## config.mk

```make
export PLATFORM = sky130hd
export DESIGN_NAME = mode_select_ctrl
export DESIGN_NICKNAME = d
export VERILOG_FILES = /design/src/rtl/mode_select_ctrl.sv
export SDC_FILE = /design/constraint.sdc
export NUM_CORES = 1
export LEC_CHECK = 0
export ABC_AREA = 0
export ABC_CLOCK_PERIOD_IN_PS = 5000
export CORE_UTILIZATION = 65
export CTS_CLUSTER_SIZE = 28
export DETAILED_ROUTE_END_ITERATION = 6
export PLACE_DENSITY = 0.95
export SYNTH_ARGS = -nofsm -noshare
export SYNTH_HDL_FRONTEND = slang
export SYNTH_SLANG_ARGS = --single-unit
```

## constraint.sdc

```tcl
create_clock -name clk_i -period 5 [get_ports clk_i]
set_clock_uncertainty 0.1 [all_clocks]
set_input_delay 0.75 -clock clk_i [delete_from_list [all_inputs] [get_ports clk_i]]
set_output_delay 0.75 -clock clk_i [all_outputs]
set_load 0.01 [all_outputs]
```

## src/rtl/mode_select_ctrl.sv

```systemverilog
// Display mode sequencer: up/down/home buttons step a mode index with auto-repeat on long hold.
// Latency: one clock from a button level being high in IDLE to mode_o/mode_changed_o updating.
// Backpressure: none; presses arriving while a gesture is in progress are ignored until IDLE.
module mode_select_ctrl #(
  parameter int unsigned CLK_FREQ      = 12_000_000,
  parameter int unsigned NUM_MODES     = 8,
  parameter int unsigned HOLD_DELAY_MS = 500,
  parameter int unsigned REPEAT_MS     = 150,
  parameter bit          WRAP          = 1'b1,
  localparam int unsigned ModeWidth    = $clog2(NUM_MODES)
) (
  input  logic                 clk_i,
  input  logic                 rst_ni,
  input  logic                 btn_up_i,
  input  logic                 btn_down_i,
  input  logic                 btn_home_i,
  output logic [ModeWidth-1:0] mode_o,
  output logic                 mode_changed_o,
  output logic                 busy_o
);

  // Timing constants in clk_i cycles.
  localparam int unsigned HoldCycles   = (CLK_FREQ / 1000) * HOLD_DELAY_MS;
  localparam int unsigned RepeatCycles = (CLK_FREQ / 1000) * REPEAT_MS;
  localparam int unsigned MaxCycles    = (HoldCycles > RepeatCycles) ? HoldCycles : RepeatCycles;
  localparam int unsigned CntWidth     = (MaxCycles > 1) ? $clog2(MaxCycles) : 1;

  // Terminal counts; a zero-length interval degenerates to "expire immediately".
  localparam logic [CntWidth-1:0] HoldLast   = CntWidth'((HoldCycles > 0) ? HoldCycles - 1 : 0);
  localparam logic [CntWidth-1:0] RepeatLast = CntWidth'((RepeatCycles > 0) ? RepeatCycles - 1 : 0);
  localparam logic [CntWidth-1:0] CntOne     = CntWidth'(1);

  localparam logic [ModeWidth-1:0] ModeMax = ModeWidth'(NUM_MODES - 1);
  localparam logic [ModeWidth-1:0] ModeOne = ModeWidth'(1);

  typedef enum logic [1:0] {
    IDLE         = 2'd0,
    HOLD_WAIT    = 2'd1,
    REPEAT       = 2'd2,
    WAIT_RELEASE = 2'd3
  } state_e;

  state_e                state_q, state_d;
  logic [ModeWidth-1:0]  mode_q, mode_d;
  logic [CntWidth-1:0]   cnt_q, cnt_d;
  logic                  dir_up_q, dir_up_d;   // 1: active button is up, 0: down
  logic                  changed_q, changed_d;
  logic                  busy_q, busy_d;

  logic [ModeWidth-1:0]  mode_inc;
  logic [ModeWidth-1:0]  mode_dec;
  logic [ModeWidth-1:0]  mode_step;
  logic                  active_btn;
  logic                  other_btn;
  logic                  any_btn;

  // Candidate next mode values for one step in each direction, honouring wrap/saturate.
  always_comb begin
    mode_inc = mode_q + ModeOne;
    mode_dec = mode_q - ModeOne;
    if (mode_q == ModeMax) begin
      mode_inc = WRAP ? '0 : ModeMax;
    end
    if (mode_q == '0) begin
      mode_dec = WRAP ? ModeMax : '0;
    end
    mode_step = dir_up_q ? mode_inc : mode_dec;
  end

  // Button qualification relative to the latched direction.
  always_comb begin
    active_btn = dir_up_q ? btn_up_i : btn_down_i;
    other_btn  = btn_home_i | (dir_up_q ? btn_down_i : btn_up_i);
    any_btn    = btn_up_i | btn_down_i | btn_home_i;
  end

  // Next-state, counter and mode update logic.
  always_comb begin
    state_d  = state_q;
    mode_d   = mode_q;
    cnt_d    = cnt_q;
    dir_up_d = dir_up_q;

    unique case (state_q)
      IDLE: begin
        // Priority home > up > down when several rise together.
        if (btn_home_i) begin
          mode_d  = '0;
          cnt_d   = '0;
          state_d = WAIT_RELEASE;
        end else if (btn_up_i) begin
          mode_d   = mode_inc;
          dir_up_d = 1'b1;
          cnt_d    = '0;
          state_d  = HOLD_WAIT;
        end else if (btn_down_i) begin
          mode_d   = mode_dec;
          dir_up_d = 1'b0;
          cnt_d    = '0;
          state_d  = HOLD_WAIT;
        end
      end

      HOLD_WAIT: begin
        // Release wins over an expiring counter: no step on the release cycle.
        if (!active_btn) begin
          cnt_d   = '0;
          state_d = other_btn ? WAIT_RELEASE : IDLE;
        end else if (cnt_q == HoldLast) begin
          mode_d  = mode_step;
          cnt_d   = '0;
          state_d = REPEAT;
        end else begin
          cnt_d = cnt_q + CntOne;
        end
      end

      REPEAT: begin
        if (!active_btn) begin
          cnt_d   = '0;
          state_d = other_btn ? WAIT_RELEASE : IDLE;
        end else if (cnt_q == RepeatLast) begin
          mode_d = mode_step;
          cnt_d  = '0;
        end else begin
          cnt_d = cnt_q + CntOne;
        end
      end

      WAIT_RELEASE: begin
        // Everything must be released before a new gesture is accepted.
        if (!any_btn) begin
          state_d = IDLE;
        end
      end

      default: begin
        state_d = IDLE;
        cnt_d   = '0;
      end
    endcase
  end

  // Strobe only on a real change, so saturated steps and home-at-zero stay silent.
  always_comb begin
    changed_d = (mode_d != mode_q);
    busy_d    = (state_d != IDLE);
  end

  // State and output registers; reset aborts any gesture immediately.
  always_ff @(posedge clk_i or negedge rst_ni) begin
    if (!rst_ni) begin
      state_q   <= IDLE;
      mode_q    <= '0;
      cnt_q     <= '0;
      dir_up_q  <= 1'b0;
      changed_q <= 1'b0;
      busy_q    <= 1'b0;
    end else begin
      state_q   <= state_d;
      mode_q    <= mode_d;
      cnt_q     <= cnt_d;
      dir_up_q  <= dir_up_d;
      changed_q <= changed_d;
      busy_q    <= busy_d;
    end
  end

  assign mode_o         = mode_q;
  assign mode_changed_o = changed_q;
  assign busy_o         = busy_q;

  // The index must never leave the legal range.
  a_mode_in_range: assert property (@(posedge clk_i) disable iff (!rst_ni)
    int'(mode_q) < int'(NUM_MODES));

  // busy mirrors the registered state.
  a_busy_matches_state: assert property (@(posedge clk_i) disable iff (!rst_ni)
    busy_q == (state_q != IDLE));

endmodule

```

* Word level (Yosys, flattened, before mapping)
Index checks and enable logic that the tools add are counted.
** Word-level totals
- Word-level logic and storage cells :: 60
- Output and inout port bits :: 5
- Bits of input ports :: 5
- Flip-flop bits (word level) :: 31
** Operators by class
- Reductions and logical operators :: 7
- Equal/unequal tests :: 8
- Bitwise operators :: 4
- Muxes and demuxes :: 32
- Add/sub/neg operators :: 3
** Operator list (number)
- 2-to-1 mux 23 bit :: 7
- one-hot mux 23 bit (3 select lines) :: 1
- 2-to-1 mux 3 bit :: 10
- adder 23 x 1 -> 23 bit (second input constant) :: 1
- == test 23 x 21 -> 1 bit (second input constant) :: 1
- == test 23 bit (second input constant) :: 1
- 2-to-1 mux 2 bit :: 8
- one-hot mux 3 bit (3 select lines) :: 1
- one-hot mux 2 bit (4 select lines) :: 1
- == test 2 bit (second input constant) :: 2
- 2-to-1 mux 1 bit :: 4
- inequality test 4 bit (second input constant) :: 1
- nonzero test 2 bit :: 2
- adder 3 x 1 -> 3 bit (second input constant) :: 1
- == test 3 bit (second input constant) :: 1
- logical NOT 3 bit :: 1
- inequality test 3 bit :: 1
- bitwise OR 1 bit :: 3
- AND reduction 3 bit :: 1
- nonzero test 3 bit :: 1
- subtractor 3 x 1 -> 3 bit (second input constant) :: 1
- == test 2 x 1 -> 1 bit (second input constant) :: 1
- logical NOT 2 bit :: 1
- AND reduction 2 bit :: 1
- inverter 1 bit :: 1

* Depth between registers and ports, before layout
- Depth in word-level cells :: 7
- Mapped depth :: 10
- Depth with buffers taken out :: 9

* Worst setup path after synthesis
No wires, ideal clock.
- Path kind :: reg-to-reg
- Start point :: register state_q[0]
- End point :: register cnt_q[22]
- Period minus slack after synthesis :: 2.220 ns
- Cell stages (with the launch flop) :: 11
- Arrival :: 1.996 ns
- Setup time :: 0.124 ns
- Required time :: 4.776 ns
- Path slack :: 2.780 ns
- Path buffers :: 1
- Path through :: dfrtp_1 -> inv_1 -> ha_1 -> nor2b_4 -> a21o_1 -> buf_6 -> nor4_4 -> nand2_1 -> nor3_2 -> xnor2_1 -> nor2_1
** Between the ends
- Cells in the longest elaborated chain, start to end :: 3
- Elaborated cells between the ends (all ways) :: 7
- Classes of those cells :: eq/ne (3); mux (1); reduce/logical (3)
** RTL lines
- from (decl) :: RTL line 43 : state_e state_q, state_d;
- from (signal assigned) :: RTL line 160 : state_q <= state_d;
- logical NOT 2 bit (tied with other cells) :: RTL line 84 : unique case (state_q)
- inequality test 4 bit (no line) or nonzero test 3 bit (tied branches)
- AND reduction 2 bit (no line)
- to (signal assigned) :: RTL line 162 : cnt_q <= cnt_d;
- to (decl) :: RTL line 45 : logic [CntWidth-1:0] cnt_q, cnt_d;
Parallel ways exist; a longest one is shown, timed or not.
A chain may end at the register's enable or synchronous reset.

* Worst setup path in the final report
- Start point :: input port btn_up_i
- End point :: register cnt_q[18]
** Between the ends
- Cells in the longest elaborated chain, start to end :: 3
- Elaborated cells between the ends (all ways) :: 8
- Classes of those cells :: eq/ne (1); mux (6); reduce/logical (1)
** RTL lines
- from (decl) :: RTL line 14 : input logic btn_up_i,
- 2-to-1 mux 1 bit or 2-to-1 mux 23 bit (tied branches) :: RTL line 72, 91
- 2-to-1 mux 23 bit (on tied branches) :: RTL line 119, 106, 87
- one-hot mux 23 bit (3 select lines) :: RTL line 84
Parallel ways exist; a longest one is shown, timed or not.

==> results.sh <==
export IMPL_post_cts_repair_setup_buffers=0
export IMPL_relSlewSlack_pct=69.8
export IMPL_inserted_clock_buffers=5
export IMPL_leading_cell_type_by_number_of_instances_after_synthesis="nor2_1"
export IMPL_grt_first_pass_wirelength_um=7730
export IMPL_finish_stage_setup_viols=0
export IMPL_path_class="in -> reg"
export IMPL_min_delay_path_depth=1
export IMPL_grt_total_usage_pct=29.2
export IMPL_finish_utilization_pct=75.0
export IMPL_yosys_area_share_adder_pct=5.72
export IMPL_cp_data_required_time_ns=5.12
export IMPL_timing_fmax_mhz=356
export IMPL_r2r_worst_path_cells=8
export IMPL_postSynth_topFlopCell="dfrtp_1"
export IMPL_cts_repair_resized=0
export IMPL_critPathArrivalTime_ns=2.92
export IMPL_antenna_cells=0
export IMPL_drt_iter0_drc=96
export IMPL_fill_cells=233
export IMPL_core_area_mm2=0.00313
export IMPL_dp_cells=299
export IMPL_cts_max_path_buffers=2
export IMPL_synth_distinct_cells=57
export IMPL_worst_slew_pin_transition_ns=0.445
export IMPL_ctsHoldBuffers=0
export IMPL_hold_class="reg -> reg"
export IMPL_port_buffers=9
export IMPL_gp_congestion=0.906
export IMPL_simple_gate_fraction_of_synth_area_pct=33.1
export IMPL_grt_setup_unrepaired="false"
export IMPL_start_util_pct=69.9
export IMPL_synth_sequential_area_ratio_pct=35.5
export IMPL_clock_tree_htree_level_count=2
export IMPL_share_of_the_synthesized_area_in_the_top_cell_type_pct=35.5
export IMPL_post_layout_total_power_mw=0.980
export IMPL_initial_antenna_violation_count=0
export IMPL_synth_compound_area_share_pct=13.6
export IMPL_yosys_area_top_type="dfrtp_1"
export IMPL_syn_instance_count=253
export IMPL_static_leakage_power_nw=0.905
export IMPL_clockRootBuffer="clkbuf_4"
export IMPL_timing_critical_path_to_type="flop"
export IMPL_post_route_period_util_pct=56.2
export IMPL_grt_start_max_net_pins=32
export IMPL_route_antenna_remaining_nets=0
export IMPL_synth_top_family_by_area="simple AND/OR/NAND/NOR gates"
export IMPL_dieHeight_um=60.0
export IMPL_synth_fp_nets=268
export IMPL_design_final_nets=277
export IMPL_avgViaCountPerCell=5.99
export IMPL_boundaryPins=10
export IMPL_power_density_mw_per_mm2=418
export IMPL_synth_area_per_cell_um2=8.64
export IMPL_finalCriticalPeriod_ns=2.81
export IMPL_synth_area_mux_share_pct=1.09
export IMPL_crit_fanout=13
export IMPL_synthXorXnorAreaFrac_pct=7.21
export IMPL_gr_total_overflow=0
export IMPL_netlist_top_cells_area="dfrtp_1 35%, nor2_1 6.7%, ha_1 5.7%"
export IMPL_report_final_slew_viol_count=0
export IMPL_std_cell_rows=20
export IMPL_hold_worst_slack_ns=0.412
export IMPL_detailroute_via_count=1839
export IMPL_finalHoldViolations=0
export IMPL_instances_no_fill=307
export IMPL_finalSetupTns_ns=0
export IMPL_synth_async_reset_ratio_pct=100
export IMPL_vdd_ir_drop_worst_v=0.000290
export IMPL_maxCapViolCount=0
export IMPL_synth_warning_count=0
export IMPL_worstSetupStartpointType="input port"
export IMPL_outcome="finished, final reports clean"
export IMPL_clk_transition_reported_paths_ns=0.10
export IMPL_wire_length_per_cell_um=14.5
export IMPL_total_die_area_mm2=0.00360
export IMPL_detail_route_first_pass_iterations=4
export IMPL_grt_pass1_vias=1721
export IMPL_drcViolationCount=0
export IMPL_synth_seq_cells=31
export IMPL_tritoncts="yes"
export IMPL_post_synth_instance_area_mm2=0.00219
export IMPL_drt_total_wl_um=4450
export IMPL_clk_latency_ns=0.35
export IMPL_yosys_top_cells_count="39 x nor2_1, 31 x dfrtp_1, 28 x nand2_1"
export IMPL_layout_drive_gt1_share_pct=8.75
export IMPL_number_of_enable_type_register_cells_in_the_synthesized_netlist=0
export IMPL_cts_num_sinks=31
export IMPL_syn_to_final_growth_pct=7.38
export IMPL_detailedPlacementHpwl_um=3240
export IMPL_floorplan_die_width_um=60.0
-- metrics by stage --
stage                     setup slack [ns]  area (µm²)
final                                 2.19        2350
after global routing                  2.02        2350
after CTS                             2.20        2350
after detailed placement              1.86        2290
after global placement                1.93        2290
after floorplan                       2.78        2190
-- power by group --
part / switching, mW / total [mW] / internal [mW]
Combinational: 0.284 / 0.490 / 0.206
Sequential: 0.0581 / 0.344 / 0.286
Clock: 0.0920 / 0.146 / 0.0541
Total: 0.434 / 0.980 / 0.546
-- per-layer routing --
metal / up-vias / wire length [µm] / track usage (%)
li1: 915 / - / -
met1: 867 / 2100 / 40.3
met2: 50 / 2090 / 45.1
met3: 7 / 196 / 7.36
met4: 0 / 59 / 9.30
met5: - / 0 / 0
-- worst paths after layout --
| kind | end | slack, ns | startpoint |
|---|---|---|---|
| worst min register to register | cnt_q[0]$_DFFE_PN0P_ | 0.41 | cnt_q[0]$_DFFE_PN0P_ |
| worst min-delay path | cnt_q[0]$_DFFE_PN0P_ | 0.41 | cnt_q[0]$_DFFE_PN0P_ |
| max in group asynchronous | state_q[1]$_DFF_PN0_ | 3.83 | rst_ni |
| worst max-delay path | cnt_q[18]$_DFFE_PN0P_ | 2.19 | btn_up_i |
| worst max register to register | cnt_q[18]$_DFFE_PN0P_ | 2.51 | state_q[0]$_DFF_PN0_ |
| min in group asynchronous | mode_o[0]$_DFF_PN0_ | 0.67 | rst_ni |
-- layout by cell type (no fill, tap or decap), types with 3 or more instances in the layout --
cell type / count
a21oi_1: 12
nor3_1: 6
a21o_1: 3
and4_1: 4
nand4_1: 9
clkdlybuf4s50_1: 9
clkbuf_4: 5
xor2_1: 6
xnor2_1: 12
nand2b_1: 4
dfrtp_1: 31
o22ai_1: 4
nand3_1: 11
nor2_1: 39
ha_1: 10
and3_1: 4
o21ai_0: 5
inv_1: 10
nand2_1: 28
o21ai_1: 5
-- cell type report --
| class | instances | area, µm² | area share (%) |
|---|---|---|---|
| Clock buffer | 6 | 41.3 | 1.76 |
| Clock inverter | 2 | 12.5 | 0.533 |
| Inverter | 10 | 37.5 | 1.60 |
| Multi-Input combinational cell | 204 | 1330 | 56.6 |
| Sequential cell | 31 | 776 | 33.0 |
| Tap cell | 44 | 55.1 | 2.35 |
| Timing Repair Buffer | 10 | 97.6 | 4.16 |
-- kinds of logic after synthesis --
family,Yosys count
compound gates,46
xor+xnor,18
fa+ha+maj,10
buf+inv,18
flops,31
mux,2
simple gates,128
-- state kept, by name (all words and copies together) (netlist names) --
register and count:
busy_o 1, cnt_q 23, dir_up_q 1, mode_o 3, mode_changed_o 1, state_q 2
-- critical path: stages --
cell and delay [ns]:
clkdlybuf4s50_1 0.73, nor2_1 0.18, a21o_1 0.31, nor4_4 0.49, nand4_1 0.20, xor2_1 0.20
nor2_1 0.06
No activity file was read; power rests on OpenSTA's default activity.
